--- src/rtl/param_fifo.sv ---
// Parameterized synchronous FIFO with sticky over/underflow flags,
// almost-full/almost-empty thresholds and selectable standard or
// first-word-fall-through read mode.
module param_fifo #(
   parameter int DATA_W   = 8,
   parameter int ADDR_W   = 4,
   parameter int AF_LEVEL = 12,
   parameter int AE_LEVEL = 4,
   parameter int FWFT     = 0
) (
   input  logic              clk,
   input  logic              reset_n,
   input  logic              en,
   input  logic              clr,
   input  logic              write,
   input  logic [DATA_W-1:0] data_in,
   input  logic              read,
   output logic [DATA_W-1:0] data_out,
   output logic              valid,
   output logic              empty,
   output logic              full,
   output logic              almost_empty,
   output logic              almost_full,
   output logic [ADDR_W:0]   count,
   output logic              overflow,
   output logic              underflow
);

   localparam int              DEPTH   = 1 << ADDR_W;
   localparam logic [ADDR_W:0] DEPTH_C = (ADDR_W+1)'(DEPTH);
   localparam logic [ADDR_W:0] AF_C    = (ADDR_W+1)'(AF_LEVEL);
   localparam logic [ADDR_W:0] AE_C    = (ADDR_W+1)'(AE_LEVEL);

   logic [DATA_W-1:0] mem [DEPTH];
   logic [ADDR_W-1:0] wr_ptr, rd_ptr;
   logic [ADDR_W:0]   cnt;
   logic              wr_req, rd_req, wr_ok, rd_ok;

   // Requests only count when enabled and not being flushed. A read frees a
   // slot in the same cycle, so a full FIFO still takes a paired write; an
   // empty FIFO never bypasses a write straight to the reader.
   assign wr_req = en & write & ~clr;
   assign rd_req = en & read  & ~clr;
   assign rd_ok  = rd_req & ~empty;
   assign wr_ok  = wr_req & (~full | rd_ok);

   // Status is derived purely from the registered count.
   assign count        = cnt;
   assign empty        = (cnt == '0);
   assign full         = (cnt == DEPTH_C);
   assign almost_empty = (cnt <= AE_C);
   assign almost_full  = (cnt >= AF_C);

   // Pointers and occupancy; clr wins over any request.
   always_ff @(posedge clk or negedge reset_n) begin
      if (!reset_n) begin
         wr_ptr <= '0;
         rd_ptr <= '0;
         cnt    <= '0;
      end else if (clr) begin
         wr_ptr <= '0;
         rd_ptr <= '0;
         cnt    <= '0;
      end else begin
         if (wr_ok) wr_ptr <= wr_ptr + 1'b1;
         if (rd_ok) rd_ptr <= rd_ptr + 1'b1;
         case ({wr_ok, rd_ok})
            2'b10:   cnt <= cnt + 1'b1;
            2'b01:   cnt <= cnt - 1'b1;
            default: cnt <= cnt;
         endcase
      end
   end

   // Sticky error flags: set on a rejected enabled request, cleared by clr.
   always_ff @(posedge clk or negedge reset_n) begin
      if (!reset_n) begin
         overflow  <= 1'b0;
         underflow <= 1'b0;
      end else if (clr) begin
         overflow  <= 1'b0;
         underflow <= 1'b0;
      end else begin
         if (wr_req && !wr_ok) overflow  <= 1'b1;
         if (rd_req && !rd_ok) underflow <= 1'b1;
      end
   end

   // Storage array; deliberately never reset so it maps onto plain RAM.
   always_ff @(posedge clk) begin
      if (wr_ok) mem[wr_ptr] <= data_in;
   end

   generate
      if (FWFT != 0) begin : g_fwft
         // Head word is visible combinationally; gated to zero while empty so
         // reset and flush present a clean bus instead of stale RAM.
         assign valid    = ~empty;
         assign data_out = valid ? mem[rd_ptr] : '0;
      end else begin : g_std
         logic [DATA_W-1:0] dout_q;
         logic              vld_q;

         // Registered pop: data lands the cycle after an accepted read and
         // holds afterwards; valid is a one-cycle strobe.
         always_ff @(posedge clk or negedge reset_n) begin
            if (!reset_n) begin
               dout_q <= '0;
               vld_q  <= 1'b0;
            end else if (clr) begin
               vld_q  <= 1'b0;
            end else if (en) begin
               vld_q  <= rd_ok;
               if (rd_ok) dout_q <= mem[rd_ptr];
            end
         end

         assign valid    = vld_q;
         assign data_out = dout_q;
      end
   endgenerate

endmodule

--- config.mk ---
export PLATFORM = sky130hd
export DESIGN_NAME = param_fifo
export DESIGN_NICKNAME = d
export VERILOG_FILES = /design/src/rtl/param_fifo.sv
export SDC_FILE = /design/constraint.sdc
export NUM_CORES = 1
export LEC_CHECK = 0
export BUFFER_PORTS_ARGS = -buffer_cell sky130_fd_sc_hd__buf_2
export CELL_PAD_IN_SITES_DETAIL_PLACEMENT = 1
export CELL_PAD_IN_SITES_GLOBAL_PLACEMENT = 2
export CORE_UTILIZATION = 43
export DETAILED_ROUTE_END_ITERATION = 7
export HOLD_SLACK_MARGIN = 0.03
export PLACE_DENSITY = 0.78
export REMOVE_ABC_BUFFERS = 1
export SLEW_MARGIN = 15
export SYNTH_ARGS = -nofsm -noshare
export SYNTH_HDL_FRONTEND = slang
export SYNTH_SLANG_ARGS = --single-unit
--- constraint.sdc ---
create_clock -name clk -period 2.7 [get_ports clk]
set_input_delay 0 -clock clk [delete_from_list [all_inputs] [get_ports clk]]
set_output_delay 0 -clock clk [all_outputs]
set_load 0.01 [all_outputs]
# --- After elaboration in Yosys (flattened, before gate mapping) ---
# Memory sizes are Yosys's and may differ from the RTL's. A register that Yosys moved wholly into a read port is not among the register bits.
# Cells that the tools add are included.
word_totals:
  regBits: 16
  ramBits: 128
  inputBits: 14
  output_inout_bits: 20
  word_cells: 53
  memories: 1
mem_list:
  columns: ["name", "words", "word_bits", "rd", "rd_ports_with_merged_regs", "write_ports", "line_no", "rtl"]
  rows:
  - ["mem", 16, 8, 1, 1, 1, "34", "logic [DATA_W-1:0] mem [DEPTH];"]
classes:
  addsub: 4
  magnitude_cmp: 2
  eq_ne: 3
  n_mux: 14
  n_bitwise: 10
  n_reduce_logical: 13
op_table:
  columns: ["operator", "count"]
  rows:
  - ["$mux W4", 4]
  - ["$pmux W5 S2", 1]
  - ["$reduce_bool A2 Y1", 5]
  - ["$add A4 B1 Y4 const B", 2]
  - ["$mux W1", 8]
  - ["$and A1 B1 Y1", 6]
  - ["$add A5 B1 Y5 const B", 1]
  - ["$eq A5 B5 Y1 const B", 1]
  - ["$ge A5 B4 Y1 const B", 1]
  - ["$le A5 B3 Y1 const B", 1]
  - ["$logic_not A5 Y1", 1]
  - ["$mux W5", 1]
  - ["$sub A5 B1 Y5 const B", 1]
  - ["$logic_not A1 Y1", 3]
  - ["$not A1 Y1", 3]
  - ["$reduce_and A3 Y1", 1]
  - ["$reduce_bool A3 Y1", 1]
  - ["$eq A2 B1 Y1 const B", 1]
  - ["$eq A2 B2 Y1 const B", 1]
  - ["$logic_and A1 B1 Y1", 2]
  - ["$or A1 B1 Y1", 1]

# --- Longest topological paths before layout ---
depth:
  ltp_word: 9
  depth_mapped: 11
  mapped_depth_nobuf: 10

# --- Worst setup path after synthesis ---
# Ideal clock, no wire load.
synth_path:
  path_kind: "reg2reg"
  start: "register cnt[1] (netlist: count[1])"
  end: "register cnt[4] (netlist: count[4])"
  setup_time_ns: 0.077
  t_arrival_ns: 2.503
  required_time_ns: 2.623
  setup_slack_ns: 0.120
  path_stages_with_launch: 11
  n_path_buf: 0
  synth_period_minus_slack_ns: 2.580
  path_cell_list: "dfrtp_1 > nor4_4 > a21oi_4 > o21ai_2 > inv_2 > ha_1 > nor2b_1 > o21a_1 > o21a_1 > or4_1 > a21oi_1"
synth_via:
  elab_chain_cells: 8
  elab_cells_between_ends: 14
  classes_between: "add/sub: 2; eq/ne: 3; mux: 2; bitwise: 5; reduce/logical: 2"
synth_rtl:
  columns: ["element", "line_no", "rtl"]
  rows:
  - ["start: declaration", "36", "logic [ADDR_W:0] cnt;"]
  - ["start signal: assignment", "68", "2'b10: cnt <= cnt + 1'b1;"]
  - ["start signal: assignment", "69", "2'b01: cnt <= cnt - 1'b1;"]
  - ["start signal: assignment", "70", "default: cnt <= cnt;"]
  - ["$logic_not A5 Y1", "49", "assign empty = (cnt == '0);"]
  - ["$not A1 Y1", "44", "assign rd_ok = rd_req & ~empty;"]
  - ["$and A1 B1 Y1", "44", null]
  - ["$or A1 B1 Y1", "45", "assign wr_ok = wr_req & (~full | rd_ok);"]
  - ["$and A1 B1 Y1", "45", null]
  - ["$eq A2 B1 Y1 / $eq A2 B2 Y1 (equally long branches)", "67", "case ({wr_ok, rd_ok})"]
  - ["$pmux W5 S2", "67", null]
  - ["$mux W5", "60", "end else if (clr) begin"]
# Parallel ways exist; a longest one is shown, timed or not.
# A chain may end at the register's enable or synchronous reset.

# --- Worst setup path after layout ---
layout_path:
  start: "register cnt[1] (netlist: count[1])"
  end: "register overflow"
layout_via:
  elab_chain_cells: 8
  elab_cells_between_ends: 10
  classes_between: "eq/ne: 1; bitwise: 5; reduce/logical: 4"
layout_rtl:
  columns: ["element", "line_no", "rtl"]
  rows:
  - ["$logic_not A5 Y1", "49", null]
  - ["$not A1 Y1", "44", null]
  - ["$and A1 B1 Y1", "44", null]
  - ["$or A1 B1 Y1 *", "45", null]
  - ["$and A1 B1 Y1 *", "45", null]
  - ["$logic_not A1 Y1 *", "84", "if (wr_req && !wr_ok) overflow <= 1'b1;"]
  - ["$logic_and A1 B1 Y1 *", "84", null]
  - ["$reduce_bool A2 Y1 (no source line) *", null, null]
  - ["end signal: assignment", "78", "overflow <= 1'b0;"]
  - ["end signal: assignment", "81", "overflow <= 1'b0;"]
  - ["end signal: assignment", "84", null]
  - ["end: declaration", "25", "output logic overflow,"]
# Every way passes the cells marked *; elsewhere a longest branch is shown, timed or not.

==> flow_summary.yaml <==
status:
  outcome: "finished, final reports clean"
clocking:
  cts_sinks: 152
  path_clk_slew_ps: 60
  cts_max_level: 4
  cts_root_buffer: "clkbuf_16"
  cts_tree: "done"
  insertion_delay_ps: 420
  cts_buffers: 17
  clk_path_buf_depth: 2
grt:
  antenna_found_initial: 0
  grt_use_total_pct: 19.4
  grt_pass1_vias: 3539
  grt_max_degree: 32
  grt_pass1_wl_mm: 20.2
  grt_overflow: 0
detailed_routing:
  drc: 0
  ant_nets: 0
  vias: 3262
  drt_iter0_drc: 204
  routed_wl_mm: 13.1
  dr.pass1.iters: 6
  wl_per_cell_um: 21.9
  vias_per_cell: 5.45
critical_path:
  r2r_end: "overflow$_DFFE_PN0P_"
  cp_max_fo: 4
  worstPathArrival_ps: 2910
  rr_worst_depth: 7
  cp-startpoint: "count[1]$_DFFE_PN0P_"
  worstSetupPathType: "flop to flop"
  required_ps: 3060
  r2r-start: "count[1]$_DFFE_PN0P_"
  endpoint: "overflow$_DFFE_PN0P_"
  endpoint_kind: "flop"
  startpoint_type: "flop"
  reg2reg_slack_ps: 140
yosys:
  synth_top_area_cell: "edfxtp_1"
  syn_inst: 337
  seq_area_frac_synth_pct: 71.5
  synthArstFlopShare_pct: 15.8
  yosys_warnings: 0
  yosysUniqueCellTypes: 41
  syn_area_um2: 6220
  synth-seq-cells: 152
  synthTopCellsByArea: "edfxtp_1, mux4_2, dfrtp_1"
  synth_top_area_share_pct: 61.8
  synth_edf_count: 128
  synth_flop_cell: "edfxtp_1"
  avgSynthCellArea_um2: 18.5
layout:
  num-nets-final: 428
  antenna_cells: 0
  fillers: 1292
  multi_input_area_um2: 1670
  drive_gt1_share_pct: 29.4
  utilization_pct: 53.3
  area_growth_pct: 19.9
  regArea_um2: 4450
timing:
  timing_hold_violations_final: 0
  finalSetupViolations: 0
  slew_headroom_pct: 57.8
  slew_viol_final: 0
  fin_worst_skew_ps: 7.36
  tightest_slew_ps: 633
  fmax_ghz: 0.391
  min_period_ps: 2560
  finalCritPeriodShare_pct: 94.7
  setup_ws_ps: 143
placement:
  pre_cts_ws_ps: 47.7
  place_congestion: 0.761
  io_buffers: 33
  dp_hpwl_mm: 8.31
floorplan:
  ioPinCount: 34
  dieArea_um2: 14900
  coreArea_um2: 14000
  placementRows: 43
  fp.dieW_um: 122
  initial_core_util_pct: 44.5
  die_y_um: 122
power:
  leakagePower_nw: 2.61
  vdd_drop_max_v: 0.000493
  powerDensity_nw_per_um2: 742
flow_run:
  maxCapViolations: 0
hold_path:
  hold_path.class: "primary input to flop"
## timing repair
action / 4_1_cts / 5_1_grt
setup endpoints to repair: 1 / 3
gates resized for setup: 0 / 2
buffers inserted: 1 / 2
endpoints found under the hold margin: 165 / 0
hold buffers: 14 / 0
pin swaps: 1 / 1
## cell usage after synthesis (2+ instances only)
cell type  number
mux2i_1        19
nor3_1          6
and2_1         10
clkbuf_1        9
nand2b_1        2
ha_1            8
xnor2_1         4
a21oi_1         4
xor2_1          4
buf_2           5
nand4_1         2
nor2b_1         2
nand2_1        19
mux4_2         32
o221ai_1        8
dfrtp_1        24
o21a_1          3
nor2_1         16
edfxtp_1      128
nand3_1         2
inv_1          10
## power breakdown
group | switching (mW) | total (mW) | internal [mW]
clock | 0.970 | 2.44 | 1.47
combinational | 0.225 | 0.423 | 0.198
sequential | 0.0538 | 2.66 | 2.61
## registers in the layout, summed over array words and instances (netlist names)
signal and cells:
rd_ptr 4, data_out 8, valid 1, overflow 1, underflow 1, wr_ptr 4, mem 128, count 5
## layout make-up
cell class                 count  area share (%)
clock buffer                  17            5.71
clock inverter                15            2.52
inverter                      11           0.554
multi-input combinational    159            22.4
sequential                   152            59.7
tap                          180            3.02
timing repair buffer          64            6.14
## worst max-delay path: stages, from the launching register on
cell and delay [ps]:
dfrtp_2 440, nor4_4 370, buf_4 200, and2_1 170
a41oi_1 120, dlygate4sd3_1 560, nor2_1 80, dlygate4sd3_1 550
## worst min path at each step
stage,end,start,depth (start not counted),slack [ps]
after floorplan,count[0]$_DFFE_PN0P_,reset_n,0,-300
after global placement,wr_ptr[0]$_DFFE_PN0P_,reset_n,1,60
after detailed placement,wr_ptr[0]$_DFFE_PN0P_,reset_n,1,60
after CTS,wr_ptr[0]$_DFFE_PN0P_,read,5,80
after global routing,wr_ptr[0]$_DFFE_PN0P_,read,5,140
final,wr_ptr[0]$_DFFE_PN0P_,read,5,90
## layout by cell type, fill, tap and decap left out, types with 4 or more instances in the layout
cell	n
a21oi_1	4
and2_1	10
buf_2	33
buf_4	15
clkbuf_16	17
dfrtp_1	21
dlygate4sd3_1	14
edfxtp_1	128
ha_1	8
inv_1	10
inv_6	4
mux2i_1	19
mux4_2	32
nand2_1	19
nor2_1	16
nor3_1	6
o221ai_1	8
xnor2_1	4
xor2_1	4
## routing by layer
layer  global-route usage, %  part of all wire (%)  vias up
met4                    8.61                   1.5        0
li1                        -                     -     1463
met1                    25.5                    44     1718
met3                    4.18                   4.7       18
met2                    31.1                    50       63
met5                       0                     0        -
## through the flow
step,area (µm²),cells,total power [mW],hold slack [ps],setup TNS (ps)
finish,7460,598,5.53,91.8,0
global route,7460,598,5.70,143,-0.154
CTS,7440,596,5.56,84.9,0
detailed placement,6680,549,3.11,62.8,0
global placement,6680,549,3.09,56.6,0
floorplan,6160,322,2.93,-296,0
## cells by family after synthesis
| logic type | share of synthesized area, % |
|---|---|
| adders and majority gates | 1.93 |
| buffers and inverters | 1.67 |
| and+or+nand+nor | 5.63 |
| DFF | 71.5 |
| muxes | 14.6 |
| xor gates and xnor gates | 1.13 |
| AOI/OAI and AO/OA | 3.52 |
Power figures use the tool's default switching activity.
